File: src/rtl/branch_resolve_ctrl.sv
// ID-stage conditional branch resolution: operand hazard stalls, signed/unsigned-equality
// compare, one-cycle redirect with IF/ID flush. Optional statistics counters under BRANCH_STAT_EN.
module branch_resolve_ctrl #(
    parameter int DATA_W = 32,
    parameter int CNT_W  = 16
) (
    input  logic              clk_i,
    input  logic              rst_i,
    input  logic              branch_i,
    input  logic [1:0]        bop_i,
    input  logic [4:0]        rs_addr_i,
    input  logic [4:0]        rt_addr_i,
    input  logic [DATA_W-1:0] rs_data_i,
    input  logic [DATA_W-1:0] rt_data_i,
    input  logic [DATA_W-1:0] target_i,
    input  logic              ex_regwrite_i,
    input  logic              mem_regwrite_i,
    input  logic [4:0]        ex_rd_i,
    input  logic [4:0]        mem_rd_i,
    output logic              stall_o,
    output logic              flush_o,
    output logic              pc_src_o,
    output logic [DATA_W-1:0] pc_target_o
`ifdef BRANCH_STAT_EN
    ,
    output logic [CNT_W-1:0]  taken_cnt_o,
    output logic [CNT_W-1:0]  nottaken_cnt_o,
    output logic [CNT_W-1:0]  stall_cnt_o
`endif
);

    typedef enum logic [1:0] {
        IDLE     = 2'd0,
        STALL    = 2'd1,
        REDIRECT = 2'd2
    } state_t;

    state_t state_q;
    state_t state_d;
    logic   hazard;
    logic   cond;
    logic   capture;

    // Register 0 is hardwired, so a pending write to it never blocks a branch.
    always_comb begin
        hazard = 1'b0;
        if (ex_regwrite_i && (ex_rd_i != 5'd0) &&
            ((ex_rd_i == rs_addr_i) || (ex_rd_i == rt_addr_i)))
            hazard = 1'b1;
        if (mem_regwrite_i && (mem_rd_i != 5'd0) &&
            ((mem_rd_i == rs_addr_i) || (mem_rd_i == rt_addr_i)))
            hazard = 1'b1;
    end

    always_comb begin
        cond = 1'b0;
        case (bop_i)
            2'b00:   cond = (rs_data_i != rt_data_i);
            2'b01:   cond = (rs_data_i == rt_data_i);
            2'b10:   cond = ($signed(rs_data_i) >  $signed(rt_data_i));
            default: cond = ($signed(rs_data_i) >= $signed(rt_data_i));
        endcase
    end

    always_comb begin
        state_d = state_q;
        capture = 1'b0;
        case (state_q)
            IDLE, STALL: begin
                if (!branch_i) begin
                    state_d = IDLE;
                end else if (hazard) begin
                    state_d = STALL;
                end else if (cond) begin
                    state_d = REDIRECT;
                    capture = 1'b1;
                end else begin
                    state_d = IDLE;
                end
            end
            REDIRECT: state_d = IDLE;
            default:  state_d = IDLE;
        endcase
    end

    always_ff @(posedge clk_i) begin
        if (rst_i) begin
            state_q     <= IDLE;
            pc_target_o <= '0;
        end else begin
            state_q <= state_d;
            if (capture)
                pc_target_o <= target_i;
        end
    end

    // Reset masks the control outputs immediately, not just from the next edge.
    assign stall_o  = !rst_i && branch_i && hazard && (state_q != REDIRECT);
    assign flush_o  = !rst_i && (state_q == REDIRECT);
    assign pc_src_o = !rst_i && (state_q == REDIRECT);

`ifdef BRANCH_STAT_EN
    localparam logic [CNT_W-1:0] CNT_MAX = '1;
    logic nottaken;
    assign nottaken = branch_i && !hazard && !cond && (state_q != REDIRECT);

    always_ff @(posedge clk_i) begin
        if (rst_i) begin
            taken_cnt_o    <= '0;
            nottaken_cnt_o <= '0;
            stall_cnt_o    <= '0;
        end else begin
            if (capture && (taken_cnt_o != CNT_MAX))
                taken_cnt_o <= taken_cnt_o + CNT_W'(1);
            if (nottaken && (nottaken_cnt_o != CNT_MAX))
                nottaken_cnt_o <= nottaken_cnt_o + CNT_W'(1);
            if (stall_o && (stall_cnt_o != CNT_MAX))
                stall_cnt_o <= stall_cnt_o + CNT_W'(1);
        end
    end
`endif

endmodule

File: config.mk
export PLATFORM = sky130hd
export DESIGN_NAME = branch_resolve_ctrl
export DESIGN_NICKNAME = d
export VERILOG_FILES = /design/src/rtl/branch_resolve_ctrl.sv
export SDC_FILE = /design/constraint.sdc
export NUM_CORES = 1
export LEC_CHECK = 0
export ABC_AREA = 1
export CELL_PAD_IN_SITES_DETAIL_PLACEMENT = 1
export CELL_PAD_IN_SITES_GLOBAL_PLACEMENT = 2
export CORE_AREA = 2 2 140 108
export DETAILED_ROUTE_END_ITERATION = 10
export DIE_AREA = 0 0 142 110
export PLACE_DENSITY_LB_ADDON = 0.3
export SLEW_MARGIN = 20
export SYNTH_ARGS = -nofsm -noshare
export SYNTH_HDL_FRONTEND = slang
export SYNTH_SLANG_ARGS = --single-unit
File: constraint.sdc
create_clock -name clk_i -period 4 [get_ports clk_i]
set_input_delay 0.6 -clock clk_i [delete_from_list [all_inputs] [get_ports clk_i]]
set_output_delay 0.6 -clock clk_i [all_outputs]
set_load 0.01 [all_outputs]
-- After elaboration in Yosys (flattened, before gate mapping)
Index checks and enable logic that the tools add are counted.
- input bits: 123
- word-level logic and storage cells: 45
- output and inout port bits: 35
- bits in registers: 34
- order comparisons: 2
- multiplexer cells: 9
- eq/ne operators: 11
- bitwise operators: 2
- reductions and logical operators: 18
- operators with widths (kind ; count):
    $eq A32 B32 Y1 ; 1
    $ge A32 B32 Y1 ; 1
    $gt A32 B32 Y1 ; 1
    $ne A32 B32 Y1 ; 1
    $eq A5 B5 Y1 ; 4
    $reduce_bool A5 Y1 ; 2
    $logic_and A1 B1 Y1 ; 8
    $mux W1 ; 7
    $eq A2 B1 Y1 const B ; 2
    $eq A2 B2 Y1 const B ; 2
    $logic_not A2 Y1 ; 2
    $reduce_or A4 Y1 ; 1
    $pmux W1 S3 ; 1
    $reduce_or A3 Y1 ; 1
    $logic_or A1 B1 Y1 ; 2
    $mux W2 ; 1
    $ne A2 B2 Y1 const B ; 1
    $not A1 Y1 ; 2
    $reduce_or A2 Y1 ; 1
    $logic_not A1 Y1 ; 1

-- Longest topological paths before layout
Gate-level depths: netlist (run 1).
- depth in word-level cells: 8
- gate-level depth with buffers: 21
- mapped depth without buffers: 19

-- Worst setup path before layout (run 1)
No wires, ideal clock.
- kind: input to register
- from: input port rt_data_i[31]
- to: register pc_target_o[0]
- stages on the path: 13
- data arrival time: 2.039 ns
- buffers on the path: 2
- slack: 1.846 ns
- required time: 3.885 ns
- setup time: 0.115 ns
- cells stage by stage: inv_1 > ha_1 > a21oi_1 > o21a_1 > nand2_1 > a21oi_1 > nand3_1 > nand3_1 > nand2_1 > buf_6 > buf_4 > a21oi_1 > nor2_1
- cells in the longest elaborated chain, start to end: 6
- elaborated cells on any way between the ends: 9
- RTL lines (item ; line ; RTL):
    start: declaration ; 14 ; input logic [DATA_W-1:0] rt_data_i,
    $ge A32 B32 Y1 (tied with other cells) ; 61 ; default: cond = ($signed(rs_data_i) >= $signed(rt_data_i));
    $pmux W1 S3 * ; 57 ; case (bop_i)
    $mux W1 * ; 74 ; end else if (cond) begin
    $mux W1 * ; 72 ; end else if (hazard) begin
    $mux W1 * ; 70 ; if (!branch_i) begin
    $mux W1 * ; 68 ; case (state_q)
    end signal: assignment ; 93 ; pc_target_o <= target_i;
    end: declaration ; 23 ; output logic [DATA_W-1:0] pc_target_o
Mark *: on every way between the ends. The rest lies on a longest branch, timed or not.
A chain may end at the register's enable or synchronous reset.

-- Worst setup path after layout (run 1)
- from: input port ex_rd_i[4]
- to: output port stall_o
- cells in the longest elaborated chain, start to end: 7
- elaborated cells on any way between the ends: 10
- RTL lines (item ; line ; RTL):
    start: declaration ; 18 ; input logic [4:0] ex_rd_i,
    $eq A5 B5 Y1 / $reduce_bool A5 Y1 (equally long branches) ; 48, 47 ;
    $logic_or A1 B1 Y1 / $logic_and A1 B1 Y1 (equally long branches) ; 48, 47 ;
    $logic_and A1 B1 Y1 * ; 47 ; if (ex_regwrite_i && (ex_rd_i != 5'd0) &&
    $mux W1 * ; 47 ;
    $mux W1 * ; 50 ; if (mem_regwrite_i && (mem_rd_i != 5'd0) &&
    $logic_and A1 B1 Y1 * (2 in series) ; 98 ; assign stall_o = !rst_i && branch_i && hazard && (state_q != REDIRECT);
    end: declaration ; 20 ; output logic stall_o,
Marked as above.

==> flow_summary.yaml, run 1 <==
final_layout:
  fillers: 1767
  drive_above_1_share_pct: 4.895
  seq_area_um2: 680.7
  fin_util_pct: 32.78
  area_growth_pct: 66.89
  diodes: 0
  multi_input_area_mm2: 0.001654
  final_nets: 726
logic_synthesis:
  syn_area_per_cell_um2: 6.633
  yosysSeqAreaShare_pct: 24.37
  syn-num-nets: 576
  yosysWarnings: 0
  syn-cell-area_mm2: 0.002793
  ys_ff_latch: 34
  synth_cells: 421
  synth_cell_types: 24
sta:
  fmax_mhz: 311.4
  slew_viol_final: 0
  setup_violations: 0
  worst_slack_ns: 0.7884
  skew_ns: 0.003310
  fin_crit_sh_pct: 80.29
  report.final.hold_viol_count: 0
  max_slew_margin_pct: 66.96
  fin_crit_ns: 3.212
  fin_tns_setup_ns: 0
  rsz0062_at_grt: "false"
  tightestPinTransition_ns: 0.4944
route:
  final_antenna_net_count: 0
  drc: 0
  drtIter0Drc: 82
  wl_per_cell_um: 12.72
  first_pass_iters: 2
  vias: 3050
  viasPerCell: 4.056
  wl_um: 9562
critical_path:
  reg2reg_depth: 7
  crit_chain: "clkdlybuf4s50_1 > xor2_1 > a21oi_1 > nand3_1 > o21ai_0 > nand3_1 > nand2_1 > nand3_1 > nor2_1 > clkdlybuf4s50_1"
  critPathLaunchType: "input pin"
  setup.worst_path.end_class: "output port"
  worstPathArrival_ns: 2.61
  reg2reg_slack_ns: 2.40
  r2r_end: "pc_target_o[18]$_SDFFE_PP0P_"
  slowest_stage: "clkdlybuf4s50_1"
  critPathKind: "input pin to output port"
  cpMostUsedCell: "nand3_1"
  path_max_fanout: 3
  startpoint: "ex_rd_i[4]"
  max_stage_delay_ns: 0.57
  r2r-start: "state_q[1]$_SDFF_PP0_"
  required_ns: 3.40
cts:
  cts.clk_slew.worst_paths_ns: 0.06
  root_buffer: "clkbuf_16"
  htree_levels: 2
  cts_buffers: 5
  cts.sinks: 34
  postCtsHoldBufs: 0
  cts_tree: "built"
  cts.path.max_buffers: 2
  postCtsSetupRepairBufs: 0
  cts.repair.resized: 0
  clk_latency_ns: 0.27
place:
  place_congestion: 0.8058
  hpwl_um: 8021
  port_buffers: 157
  place_ws_ns: 0.7723
floorplan:
  ioPinCount: 158
  core_area_mm2: 0.01422
  die_h_um: 110
  start_util_pct: 19.64
  row_count: 38
  die_area_mm2: 0.01562
  dieWidth_um: 142
grt:
  grt_use_total_pct: 12.23
  antenna_found_initial: 0
  grt_pass1_wl_um: 15210
  grt_overflow: 0
  grt_pass1_vias: 3179
  grt_start_max_net_pins: 45
min_path:
  hold_path.class: "flip-flop to flip-flop"
  holdCritStartpoint: "state_q[1]$_SDFF_PP0_"
  holdPathStages: 1
  hold_path_end: "state_q[0]$_SDFF_PP0_"
power_and_ir_drop:
  p_per_area_mw_per_mm2: 274.4
  vdd_drop_max_v: 0.0001560
  p_leak_uw: 0.002197
job:
  drv_cap: 0
status:
  status: "complete, no violations"
-- power by group --
part           switching [uW]  internal, uW  total [uW]
logic                     206           256         462
registers                19.4           373         392
clock network             144           282         425
-- synth_stat cells --
library cell	number	share of area [%]
dfxtp_1	34	24
nand2_1	81	11
xor2_1	8	2.5
a21o_1	1	0.27
nor4_1	2	0.45
a21oi_1	38	6.8
nor2_2	3	0.67
nor2_1	48	6.5
nor3_1	1	0.18
a21oi_2	10	3.1
nand2_2	1	0.22
buf_6	10	4.0
nand3_1	41	7.3
o211ai_2	1	0.45
ha_1	32	14
buf_4	3	0.81
nand4_1	4	0.90
xnor2_1	7	2.2
buf_2	3	0.54
inv_1	82	11
nor3b_1	3	0.81
o21ai_0	3	0.54
clkbuf_1	2	0.27
o21a_1	3	0.81
-- cells by family (layout without fill, tap and decap cells) --
| family | Yosys count | in the layout | synth area share, % |
|---|---|---|---|
| buf+inv | 100 | 251 | 16.67 |
| flops | 34 | 34 | 24.37 |
| compound gates | 56 | 56 | 12.01 |
| simple gates | 184 | 184 | 27.91 |
| xor+xnor | 15 | 15 | 4.704 |
| fa+ha+maj | 32 | 32 | 14.34 |
-- cell type report --
class | instances | area share [%]
multi-input combinational | 287 | 35.49
clock buffer | 8 | 3.570
inverter | 82 | 6.604
sequential | 34 | 14.60
timing repair buffer | 161 | 34.90
tap | 180 | 4.832
-- worst max-delay path: cells and delay by family --
kind / cells / cell delay (ns)
simple gates: 5 / 0.50
xor+xnor: 1 / 0.18
buf+inv: 2 / 1.03
compound gates: 2 / 0.29
-- cell usage in the layout (no fill, tap or decap), types with 5 or more instances in the layout --
| cell | Yosys | layout |
|---|---|---|
| nand2_1 | 81 | 80 |
| clkdlybuf4s50_1 | 0 | 157 |
| nor2_1 | 48 | 48 |
| clkbuf_16 | 0 | 5 |
| xnor2_1 | 7 | 7 |
| a21oi_2 | 10 | 10 |
| xor2_1 | 8 | 8 |
| ha_1 | 32 | 32 |
| a21oi_1 | 38 | 38 |
| dfxtp_1 | 34 | 34 |
| inv_1 | 82 | 82 |
| nand3_1 | 41 | 41 |
-- flip-flops by register name, summed over array words and instances (netlist names) --
signal / count
state_q: 2
pc_target_o: 32
-- worst max-delay path by stage --
stage,to,slack (ns),depth (start not counted)
after global routing,stall_o,0.54,10
after CTS,stall_o,0.76,10
after global placement,stall_o,0.79,10
after floorplan,pc_target_o[0]$_SDFFE_PP0P_,1.85,13
final,stall_o,0.79,10
after detailed placement,stall_o,0.77,10
-- per-stage QoR --
stage / total power [uW] / area [um^2] / hold WS [ns] / instances
2_1_floorplan: 632.9 / 2793 / 0.3920 / 421
3_3_place_gp: 856.2 / 4494 / 0.4192 / 744
3_5_place_dp: 869.2 / 4494 / 0.4133 / 744
4_1_cts: 1306 / 4661 / 0.4214 / 752
5_1_grt: 1372 / 4661 / 0.4470 / 752
6_report: 1279 / 4661 / 0.4175 / 752
-- per-layer routing --
layer,global-route usage [%],share of wire (%),vias up
met1,15.82,47,1354
met5,0,0,-
met4,1.500,0.29,0
met2,21.15,47,78
met3,3.240,5.8,2
li1,-,-,1616
No activity file was read; power rests on OpenSTA's default activity.
==> inputs of run 2 (changes only) <==
--- a/config.mk
+++ b/config.mk
@@ -8,9 +8,9 @@
 export ABC_AREA = 1
 export CELL_PAD_IN_SITES_DETAIL_PLACEMENT = 1
 export CELL_PAD_IN_SITES_GLOBAL_PLACEMENT = 2
-export CORE_AREA = 2 2 140 108
+export CORE_AREA = 2 2 151 116
 export DETAILED_ROUTE_END_ITERATION = 10
-export DIE_AREA = 0 0 142 110
+export DIE_AREA = 0 0 153 118
 export PLACE_DENSITY_LB_ADDON = 0.3
 export SLEW_MARGIN = 20
 export SYNTH_ARGS = -nofsm -noshare
==> constraint.sdc (replaced) <==
create_clock -name clk_i -period 2.8 [get_ports clk_i]
set_input_delay 0.42 -clock clk_i [delete_from_list [all_inputs] [get_ports clk_i]]
set_output_delay 0.42 -clock clk_i [all_outputs]
set_load 0.01 [all_outputs]
==> run 2 against run 1 <==
Net effect: global-route usage decreased by 1.8 points; cell count grew 6.3%; first-iteration DRC count is 7.3% lower; setup slack worse by 0.53 ns; via count increased by 1.6%; design area rose by 3.0%; sequential power grew 43%; total power increased by 41%; combinational power increased by 48%; sequential share of layout area fell by 0.42 points; clock skew up 0.0021 ns; critical endpoint unchanged.
==> flow_summary.yaml, run 2 (synthesis gave the netlist of run 1 again) <==
status:
  status: "complete, no violations"
floorplan:
  ioPinCount: 158
  core_area_mm2: 0.01657
  die_area_mm2: 0.01805
  start_util_pct: 16.85
  row_count: 41
  dieWidth_um: 153
  die_h_um: 118
cts:
  clk_latency_ns: 0.28
  postCtsSetupRepairBufs: 0
  cts_tree: "built"
  postCtsHoldBufs: 0
  htree_levels: 2
  root_buffer: "clkbuf_16"
  cts.path.max_buffers: 2
  cts.clk_slew.worst_paths_ns: 0.05
  cts.sinks: 34
  cts_buffers: 5
route:
  vias: 3098
  drtIter0Drc: 76
  first_pass_iters: 4
  wl_um: 9555
  drc: 0
  wl_per_cell_um: 11.96
  viasPerCell: 3.877
  final_antenna_net_count: 0
sta:
  slew_viol_final: 0
  setup_violations: 0
  tightestPinTransition_ns: 0.3560
  report.final.hold_viol_count: 0
  fin_crit_sh_pct: 90.90
  fin_tns_setup_ns: 0
  fin_crit_ns: 2.545
  fmax_mhz: 392.9
  skew_ns: 0.005408
  rsz0062_at_grt: "false"
  max_slew_margin_pct: 76.27
  worst_slack_ns: 0.2548
power_and_ir_drop:
  vdd_drop_max_v: 0.0001703
  fin_total_pwr_uw: 1799
  p_per_area_mw_per_mm2: 374.9
  p_leak_uw: 0.002259
grt:
  grt_start_max_net_pins: 39
  grt_pass1_wl_um: 15670
  antenna_found_initial: 0
  grt_use_total_pct: 10.43
  grt_pass1_vias: 3227
  grt_overflow: 0
critical_path:
  crit_chain: "clkdlybuf4s50_1 > xor2_1 > nor3b_1 > nand3_1 > o21ai_1 > nand3_1 > nand2_1 > nand3_1 > nor2_1 > dlygate4sd2_1"
  slowest_stage: "clkdlybuf4s50_1"
  setup.worst_path.end_class: "output port"
  required_ns: 2.38
  cpMostUsedCell: "nand3_1"
  critPathLaunchType: "input pin"
  worstPathArrival_ns: 2.13
  cp_num_buf_inv: 2
  path_max_fanout: 3
  critPathKind: "input pin to output port"
  crit_family: "buffers and inverters"
  max_stage_delay_ns: 0.45
final_layout:
  multi_input_area_mm2: 0.001654
  largest_reg_flops: 32
  regMostFlops: "pc_target_o"
  seq_area_um2: 680.7
  top_regs: "pc_target_o (32), state_q (2)"
  final_nets: 738
  final_cell_mix: "clkdlybuf4s50_1 (156), inv_1 (82), nand2_1 (80)"
  stdcell_count: 799
  area_growth_pct: 71.86
  diodes: 0
  fin_util_pct: 28.97
  drive_above_1_share_pct: 6.678
  fillers: 2038
  final_common_cell: "clkdlybuf4s50_1"
place:
  placed_cells: 791
  place_congestion: 0.8304
  hpwl_um: 8083
  port_buffers: 157
  place_ws_ns: -0.07604
job:
  drv_cap: 0
min_path:
  hold_path.class: "flip-flop to flip-flop"
==> run 2: cell types whose count changed in the layout (fill, tap and decap cells not counted) <==
cell	delta
dlygate4sd2_1	+1
o21ai_0	-1
clkdlybuf4s50_1	-1
clkbuf_1	+1
clkinv_2	+1
o21ai_1	+1
buf_4	+10
clkbuf_8	-2
buf_12	+2
==> run 2: through the flow <==
step	area (um^2)	hold slack, ns
finish	4800	0.4121
global route	4800	0.4375
CTS	4800	0.4157
detailed placement	4653	0.4076
global placement	4653	0.4094
floorplan	2793	0.3920
==> run 2: final timing paths <==
path | to | slack (ns) | start | cells after the start
max | stall_o | 0.25 | ex_rd_i[3] | 10
min reg2reg | state_q[0]$_SDFF_PP0_ | 0.41 | state_q[1]$_SDFF_PP0_ | 1
min | state_q[0]$_SDFF_PP0_ | 0.41 | state_q[1]$_SDFF_PP0_ | 1
max reg2reg | pc_target_o[3]$_SDFFE_PP0P_ | 1.53 | state_q[1]$_SDFF_PP0_ | 7
==> run 2: what timing repair did <==
item	4_1_cts	5_1_grt
setup endpoints to repair	1	1
cloned	0	0
resized for setup	1	1
==> run 2: metal layers <==
| metal | part of all wire (%) | track usage, % |
|---|---|---|
| met3 | 5.0 | 2.909 |
| met5 | 0 | 0 |
| met4 | 0.47 | 1.563 |
| met2 | 47 | 17.88 |
| met1 | 48 | 13.30 |
==> run 2: worst reg2reg max path: stages (launching register included) <==
cell and delay (ns):
dfxtp_1 0.31, inv_1 0.09, o211ai_2 0.11, nor2_4 0.20, buf_12 0.22, nand3_1 0.12
nand2_1 0.07, nor2_1 0.04
==> run 2: layout make-up <==
| type | count | share of cell area (%) |
|---|---|---|
| flip-flops and latches | 34 | 14.18 |
| inverters | 82 | 6.413 |
| repair buffers | 173 | 36.26 |
| clock inverters | 1 | 0.1043 |
| well taps | 215 | 5.605 |
| multi-input cells | 287 | 34.46 |
| clock buffers | 7 | 2.972 |
==> run 2: where the power goes <==
part | switching (uW) | internal (uW)
Sequential | 27.4 | 532
Clock | 205 | 353
Combinational | 296 | 386
